File: src/rtl/systolic_pkg.sv
// Shared types and elaboration-time helpers for the systolic array controller.
package systolic_pkg;

  typedef enum logic [2:0] {
    IDLE,
    CLEAR,
    FEED,
    DRAIN,
    DONE
  } state_t;

  // Bits needed to hold 0..value-1, never less than one.
  function automatic int clog2_min1(input int value);
    int w;
    w = 1;
    while ((1 << w) < value) w++;
    return w;
  endfunction

  // Skew fill/flush across both array edges, plus multiplier and accumulate stages.
  function automatic int drain_cycles(input int n, input int mul_lat);
    return 2 * (n - 1) + mul_lat + 2;
  endfunction

endpackage

File: src/rtl/systolic_ctrl_if.sv
// Job handshake and operand-buffer read port between a host and systolic_ctrl.
interface systolic_ctrl_if
  import systolic_pkg::*;
#(
  parameter int N          = 4,
  parameter int K          = 4,
  parameter int DATA_WIDTH = 8
) ();

  localparam int KW = clog2_min1(K);

  logic                    start;
  logic                    busy;
  logic                    done;
  logic                    rd_en;
  logic [KW-1:0]           k_idx;
  logic [N*DATA_WIDTH-1:0] a_col;
  logic [N*DATA_WIDTH-1:0] b_row;

  modport master (
    output start, a_col, b_row,
    input  busy, done, rd_en, k_idx
  );

  modport slave (
    input  start, a_col, b_row,
    output busy, done, rd_en, k_idx
  );

endinterface

File: src/rtl/systolic_ctrl_skew_line.sv
// Fixed-depth delay line for one operand lane; DEPTH 0 degenerates to a wire.
module skew_line #(
  parameter int DEPTH      = 1,
  parameter int DATA_WIDTH = 8
) (
  input  logic                  clk,
  input  logic                  rst,
  input  logic [DATA_WIDTH-1:0] din,
  output logic [DATA_WIDTH-1:0] dout
);

  if (DEPTH == 0) begin : g_wire
    logic unused_clk_rst;
    assign unused_clk_rst = clk ^ rst;
    assign dout = din;
  end else begin : g_pipe
    logic [DATA_WIDTH-1:0] stage [DEPTH];

    always_ff @(posedge clk or negedge rst) begin
      if (!rst) begin
        // NOTE: every stage is reset, unlike a RAM, because PEs accumulate whatever
        // leaves this line; stale data would corrupt the first job after reset.
        for (int s = 0; s < DEPTH; s++) stage[s] <= '0;
      end else begin
        // NOTE: non-blocking so each stage takes its neighbour's old value (a true shift).
        stage[0] <= din;
        for (int s = 1; s < DEPTH; s++) stage[s] <= stage[s-1];
      end
    end

    assign dout = stage[DEPTH-1];
  end

endmodule

File: src/rtl/systolic_ctrl.sv
// Controller for an N x N output-stationary systolic array: clears the PEs, reads
// K operand slices, skews them onto the array edges, waits for drain, pulses done.
module systolic_ctrl
  import systolic_pkg::*;
#(
  parameter int N          = 4,
  parameter int K          = 4,
  parameter int DATA_WIDTH = 8,
  parameter int MUL_LAT    = 1
) (
  input  logic                    clk,
  input  logic                    rst,
  systolic_ctrl_if.slave          bus,
  output logic                    pe_rst_n,
  output logic [N*DATA_WIDTH-1:0] a_skew,
  output logic [N*DATA_WIDTH-1:0] b_skew
);

  localparam int KW        = clog2_min1(K);
  localparam int DRAIN_CYC = drain_cycles(N, MUL_LAT);
  localparam int DCW       = clog2_min1(DRAIN_CYC);

  localparam logic [KW-1:0]  K_LAST     = KW'(K - 1);
  localparam logic [DCW-1:0] DRAIN_LAST = DCW'(DRAIN_CYC - 1);

  state_t               state_q, state_d;
  logic [KW-1:0]        k_q, k_d;
  logic [DCW-1:0]       drain_q, drain_d;
  logic                 busy_d, done_d, rd_en_d, pe_clr_d;
  logic                 busy_q, done_q, rd_en_q, pe_rst_n_q;
  logic                 op_valid;
  logic [N*DATA_WIDTH-1:0] a_cap, b_cap;

  always_ff @(posedge clk or negedge rst) begin
    if (!rst) state_q <= IDLE;
    else      state_q <= state_d;
  end

  always_comb begin
    // NOTE: defaults first so every path assigns every output and no latch is inferred.
    state_d = state_q;
    k_d     = k_q;
    drain_d = drain_q;

    unique case (state_q)
      IDLE:  if (bus.start) state_d = CLEAR;
      CLEAR: begin
        state_d = FEED;
        k_d     = '0;
      end
      FEED: begin
        // Leave on K-1 rather than on a wrap, so K = 2^KW needs no extra bit.
        if (k_q == K_LAST) begin
          state_d = DRAIN;
          k_d     = '0;
          drain_d = '0;
        end else begin
          k_d = k_q + 1'b1;
        end
      end
      DRAIN: begin
        if (drain_q == DRAIN_LAST) state_d = DONE;
        else                       drain_d = drain_q + 1'b1;
      end
      DONE:    state_d = IDLE;
      default: state_d = IDLE;
    endcase

    // Outputs are decoded from the next state and registered alongside it.
    busy_d   = (state_d != IDLE);
    done_d   = (state_d == DONE);
    rd_en_d  = (state_d == FEED);
    pe_clr_d = (state_d == CLEAR);
  end

  always_ff @(posedge clk or negedge rst) begin
    if (!rst) begin
      k_q        <= '0;
      drain_q    <= '0;
      busy_q     <= 1'b0;
      done_q     <= 1'b0;
      rd_en_q    <= 1'b0;
      pe_rst_n_q <= 1'b0;
      op_valid   <= 1'b0;
      a_cap      <= '0;
      b_cap      <= '0;
    end else begin
      k_q        <= k_d;
      drain_q    <= drain_d;
      busy_q     <= busy_d;
      done_q     <= done_d;
      rd_en_q    <= rd_en_d;
      pe_rst_n_q <= !pe_clr_d;
      // Buffer data arrives one cycle after the read strobe; anything else is gated to zero.
      op_valid   <= rd_en_q;
      a_cap      <= op_valid ? bus.a_col : '0;
      b_cap      <= op_valid ? bus.b_row : '0;
    end
  end

  assign bus.busy  = busy_q;
  assign bus.done  = done_q;
  assign bus.rd_en = rd_en_q;
  assign bus.k_idx = k_q;
  assign pe_rst_n  = pe_rst_n_q;

  for (genvar i = 0; i < N; i++) begin : g_lane
    skew_line #(.DEPTH(i), .DATA_WIDTH(DATA_WIDTH)) u_a_skew (
      .clk  (clk),
      .rst  (rst),
      .din  (a_cap[i*DATA_WIDTH +: DATA_WIDTH]),
      .dout (a_skew[i*DATA_WIDTH +: DATA_WIDTH])
    );
    skew_line #(.DEPTH(i), .DATA_WIDTH(DATA_WIDTH)) u_b_skew (
      .clk  (clk),
      .rst  (rst),
      .din  (b_cap[i*DATA_WIDTH +: DATA_WIDTH]),
      .dout (b_skew[i*DATA_WIDTH +: DATA_WIDTH])
    );
  end

endmodule

File: src/flat_wrapper.sv
// flat-port wrapper written by rule: the top's interface ports become plain ports
module systolic_ctrl_flat import systolic_pkg::*;
#(
  parameter int N          = 4,
  parameter int K          = 4,
  parameter int DATA_WIDTH = 8,
  parameter int MUL_LAT    = 1
)
  (clk, rst, pe_rst_n, a_skew, b_skew, bus_start, bus_a_col, bus_b_row, bus_busy, bus_done, bus_rd_en, bus_k_idx);
  systolic_ctrl_if #(.N(N), .K(K), .DATA_WIDTH(DATA_WIDTH)) bus_i ();
  input  logic clk;
  input  logic rst;
  output logic pe_rst_n;
  output logic [N*DATA_WIDTH-1:0] a_skew;
  output logic [N*DATA_WIDTH-1:0] b_skew;
  input wire logic [$bits(bus_i.start)-1:0] bus_start;
  input wire logic [$bits(bus_i.a_col)-1:0] bus_a_col;
  input wire logic [$bits(bus_i.b_row)-1:0] bus_b_row;
  output wire logic [$bits(bus_i.busy)-1:0] bus_busy;
  output wire logic [$bits(bus_i.done)-1:0] bus_done;
  output wire logic [$bits(bus_i.rd_en)-1:0] bus_rd_en;
  output wire logic [$bits(bus_i.k_idx)-1:0] bus_k_idx;
  assign bus_i.start = bus_start;
  assign bus_i.a_col = bus_a_col;
  assign bus_i.b_row = bus_b_row;
  assign bus_busy = bus_i.busy;
  assign bus_done = bus_i.done;
  assign bus_rd_en = bus_i.rd_en;
  assign bus_k_idx = bus_i.k_idx;
  systolic_ctrl #(.N(N), .K(K), .DATA_WIDTH(DATA_WIDTH), .MUL_LAT(MUL_LAT)) u_core (.clk(clk), .rst(rst), .bus(bus_i), .pe_rst_n(pe_rst_n), .a_skew(a_skew), .b_skew(b_skew));
endmodule
File: config.mk
export PLATFORM = sky130hd
export DESIGN_NAME = systolic_ctrl_flat
export DESIGN_NICKNAME = d
export VERILOG_FILES = /design/src/rtl/systolic_pkg.sv /design/src/rtl/systolic_ctrl_if.sv /design/src/rtl/systolic_ctrl_skew_line.sv /design/src/rtl/systolic_ctrl.sv /design/src/flat_wrapper.sv
export SDC_FILE = /design/constraint.sdc
export NUM_CORES = 1
export LEC_CHECK = 0
export BUFFER_PORTS_ARGS = -buffer_cell sky130_fd_sc_hd__buf_2
export CORE_UTILIZATION = 52
export DETAILED_ROUTE_END_ITERATION = 6
export GPL_ROUTABILITY_DRIVEN = 0
export MAX_ROUTING_LAYER = met4
export PLACE_DENSITY = 0.78
export SYNTH_ARGS = -nofsm -noshare
export SYNTH_HDL_FRONTEND = slang
export SYNTH_SLANG_ARGS = --single-unit
File: constraint.sdc
create_clock -name clk -period 1.6 [get_ports clk]
set_input_delay 0.48 -clock clk [delete_from_list [all_inputs] [get_ports clk]]
set_output_delay 0.48 -clock clk [all_outputs]
set_load 0.01 [all_outputs]
==> impl_metrics.csv <==
group,metric,value,unit
synthesis,post_synth_most_frequent_cells,"sky130_fd_sc_hd__dfrtp_1 (174), sky130_fd_sc_hd__and2_1 (65), sky130_fd_sc_hd__buf_4 (49)",
synthesis,syn_nets,408,
timing,tightestPinTransition,0.4684,ns
timing,clock_skew,0.01069,ns
grt,global_route_wire_length_before_repair,13980,µm
drt,routed_wirelength,8365,µm
synthesis,dominantRegCellSynth,"sky130_fd_sc_hd__dfrtp_1",
timing,final.hold.worst_slack,0.1791,ns
min_path,min_from,"bus_b_row[7]",
outcome,status,"completed",
cts,tritoncts_num_sinks,174,
drt,detail_route.first_pass.iterations,4,
critical_path,path_delay_family,"flip-flops",
timing,finalSetupViolCount,0,
placed_design,post-dp-hpwl,5663,µm
die,die_width,104.1,µm
drt,via_count,2675,
critical_path,timing.critical_path.cells,"buf_2",
power,ir_worst_vdd,0.0009018,V
timing,max_fclk,0.6502,GHz
final_layout,n_fill_cell,700,
die,io-pin-count,137,
power,total_power,11.98,mW
final_layout,area_delta_synth_final,21.91,%
die,die_area,10840,µm²
die,floorplan.core_area,9955,µm²
timing,grt_setup_unrepaired,"no",
grt,grt_max_degree,48,
critical_path,critical_path.max_fanout,3,
placed_design,pre_cts_ws,0.3245,ns
grt,overflow,0,
min_path,timing.hold.worst_path_depth,2,
grt,antenna_found_initial,1,
critical_path,reg2regPathDepth,5,
critical_path,cp_num_buf_inv,1,
synthesis,postSynthAreaPerCell,16.05,µm²
synthesis,seq_area_frac_synth,80.28,%
cts,numCtsBuffers,17,
critical_path,cp_peak_stage_delay,0.40,ns
synthesis,postSynth.asyncResetShare,100.0,%
timing,timing_max_transition_violations_final,0,
synthesis,synthesis.instances,338,
cts,cts_max_path_buffers,2,
drt,detail_route.drc_violations,0,
power,leakagePower,3.474,nW
synthesis,yosys.area.top_type_share,80.28,%
cts,worst_skew_pair.late_latency,0.51,ns
final_layout,sequential_cell_area,4354,µm²
critical_path,criticalPathCategory,"reg2out",
drt,number_of_nets_with_antenna_violations_after_detailed_routing,0,
drt,via_per_inst,4.496,
placed_design,dpl_cell_area,6005,µm²
cts,register_clock_pin_slew_on_the_reported_worst_setup_and_hold_paths,0.07,ns
timing,timing_hold_violations_final,0,
critical_path,worstPathArrival,1.06,ns
critical_path,r2r-end,"u_core.drain_q[2]",
synthesis,synthMostInstantiatedCell,"sky130_fd_sc_hd__dfrtp_1",
drt,wl_per_cell,14.06,µm
critical_path,critPathSlowestCell,"sky130_fd_sc_hd__dfrtp_1",
critical_path,timing.critical_path.from_type,"flip-flop",
run,timing.max_cap.violations,0,
timing,slew_headroom,68.77,%
synthesis,netlist_area,5424,µm²
critical_path,timing.rr.start,"u_core.bus.k_idx[0]",
timing,finalCriticalPeriod,1.538,ns
die,vert_die_dim,104.1,µm
critical_path,crit_required,1.12,ns
timing,final.setup.worst_slack,0.06194,ns
final_layout,finish.net_count,518,
grt,first_global_vias,2810,
cts,tritoncts,"built",
min_path,hold_path.class,"in2reg",
placed_design,numPortBuffers,136,
synthesis,yosysWarnings,0,
critical_path,worst-r2r-setup-slack,0.28,ns
power,p_per_area,1812,nW/µm²
timing,min_period_over_period,96.13,%
synthesis,synth.lib_cells_used.distinct,23,
synthesis,synth-edff-count,0,
critical_path,setup.worst_path.end_class,"primary output",
final_layout,layout-drive-gt1-share,39.05,%
synthesis,yosys_register_bits,174,
die,placementRows,36,
timing,finalSetupTns,0,ns
die,initial_core_util,54.49,%
final_layout,finalInstanceArea,6613,µm²
cts,cts_htree_levels,4,
synthesis,post-synth-top-area-cell,"sky130_fd_sc_hd__dfrtp_1",
final_layout,multi_input_area,659.4,µm²
cts,cts.root.buffer_cell,"sky130_fd_sc_hd__clkbuf_8",
synthesis,netlist_top_cells_area,"sky130_fd_sc_hd__dfrtp_1 (80%), sky130_fd_sc_hd__and2_1 (7.5%), sky130_fd_sc_hd__buf_4 (6.8%)",
drt,initialDrtViolationCount,114,
min_path,holdPathEnd,"u_core.b_cap[7]",
grt,global_route.usage.total,17.92,%
-- layer usage --
metal | part of all wire (%) | wire, µm | track usage [%]
met5 | 0 | 0 | -
met4 | 1.5 | 124 | 8.673
met3 | 6.6 | 556 | 6.203
met2 | 51 | 4227 | 27.00
met1 | 41 | 3457 | 21.81
-- worst max-delay path by stage --
stage                        start                 to  slack, ns  cells after the start
4_1_cts        u_core.bus.k_idx[1]       bus_k_idx[1]      0.002                      1
6_report       u_core.bus.k_idx[1]       bus_k_idx[1]       0.06                      1
3_3_place_gp     u_core.drain_q[0]  u_core.drain_q[0]       0.41                      5
5_1_grt        u_core.bus.k_idx[1]       bus_k_idx[1]       0.01                      1
3_5_place_dp     u_core.drain_q[0]  u_core.drain_q[0]       0.32                      5
2_1_floorplan    u_core.drain_q[0]  u_core.drain_q[2]       0.47                      5
-- timing repair --
| item | CTS | global route |
|---|---|---|
| hold endpoints to repair | 32 | 0 |
| gates resized for setup | 0 | 0 |
| setup endpoints to repair | 1 | 1 |
| hold buffers | 1 | 0 |
| gates cloned | 0 | 0 |
| setup buffers | 1 | 1 |
-- state kept, by name (all words and copies together) (netlist names), 3 cells and up --
signal / cells
u_core.g_lane.u_b_skew.dout: 24
u_core.b_cap: 32
u_core.state_q: 3
u_core.g_lane.u_a_skew.dout: 24
u_core.drain_q: 4
u_core.a_cap: 32
u_core.g_lane.u_a_skew.g_pipe.stage: 24
u_core.g_lane.u_b_skew.g_pipe.stage: 24
-- cells by family (layout without fill, tap and decap cells) --
family	Yosys count	after routing	share of synthesized area (%)
compound gates	8	8	0.8534
simple gates	89	89	9.873
buf+inv	60	183	7.566
mux	4	4	0.7382
flops	174	174	80.28
other cells	0	1	0
fa+ha+maj	3	3	0.6921
-- cells in the final DEF (no fill, tap or decap), types with 2 or more instances in the layout --
master and n:
sky130_fd_sc_hd__a22oi_1 2, sky130_fd_sc_hd__and2_1 65, sky130_fd_sc_hd__buf_12 5, sky130_fd_sc_hd__buf_2 135, sky130_fd_sc_hd__buf_4 5, sky130_fd_sc_hd__bufinv_16 2, sky130_fd_sc_hd__clkbuf_16 16, sky130_fd_sc_hd__clkbuf_8 3
sky130_fd_sc_hd__clkinv_2 2, sky130_fd_sc_hd__clkinv_4 2, sky130_fd_sc_hd__clkinvlp_4 4, sky130_fd_sc_hd__dfrtp_1 174, sky130_fd_sc_hd__ha_1 3, sky130_fd_sc_hd__inv_1 4, sky130_fd_sc_hd__inv_6 2, sky130_fd_sc_hd__mux2i_1 4
sky130_fd_sc_hd__nand2_1 6, sky130_fd_sc_hd__nor2_1 5, sky130_fd_sc_hd__nor3_1 5, sky130_fd_sc_hd__o21ai_0 4
-- power breakdown --
| part | switching, mW | internal (mW) |
|---|---|---|
| clock network | 1.59 | 2.31 |
| registers | 0.469 | 5.65 |
| logic | 1.07 | 0.895 |
| total | 3.12 | 8.86 |
-- area by class of cell --
| type | count | area share [%] |
|---|---|---|
| clock inverters | 12 | 2.044 |
| repair buffers | 147 | 12.62 |
| multi-input cells | 104 | 9.972 |
| well taps | 133 | 2.517 |
| flip-flops and latches | 174 | 65.85 |
| clock buffers | 20 | 6.736 |
| diodes | 1 | 0.03784 |
| inverters | 4 | 0.2271 |
-- per-stage QoR --
stage,utilization [%],instances
after CTS,66.33,593
after floorplan,-,338
final,66.43,595
after global placement,60.32,559
after detailed placement,60.32,559
after global routing,66.43,595
(Power assumes the default switching activity.)
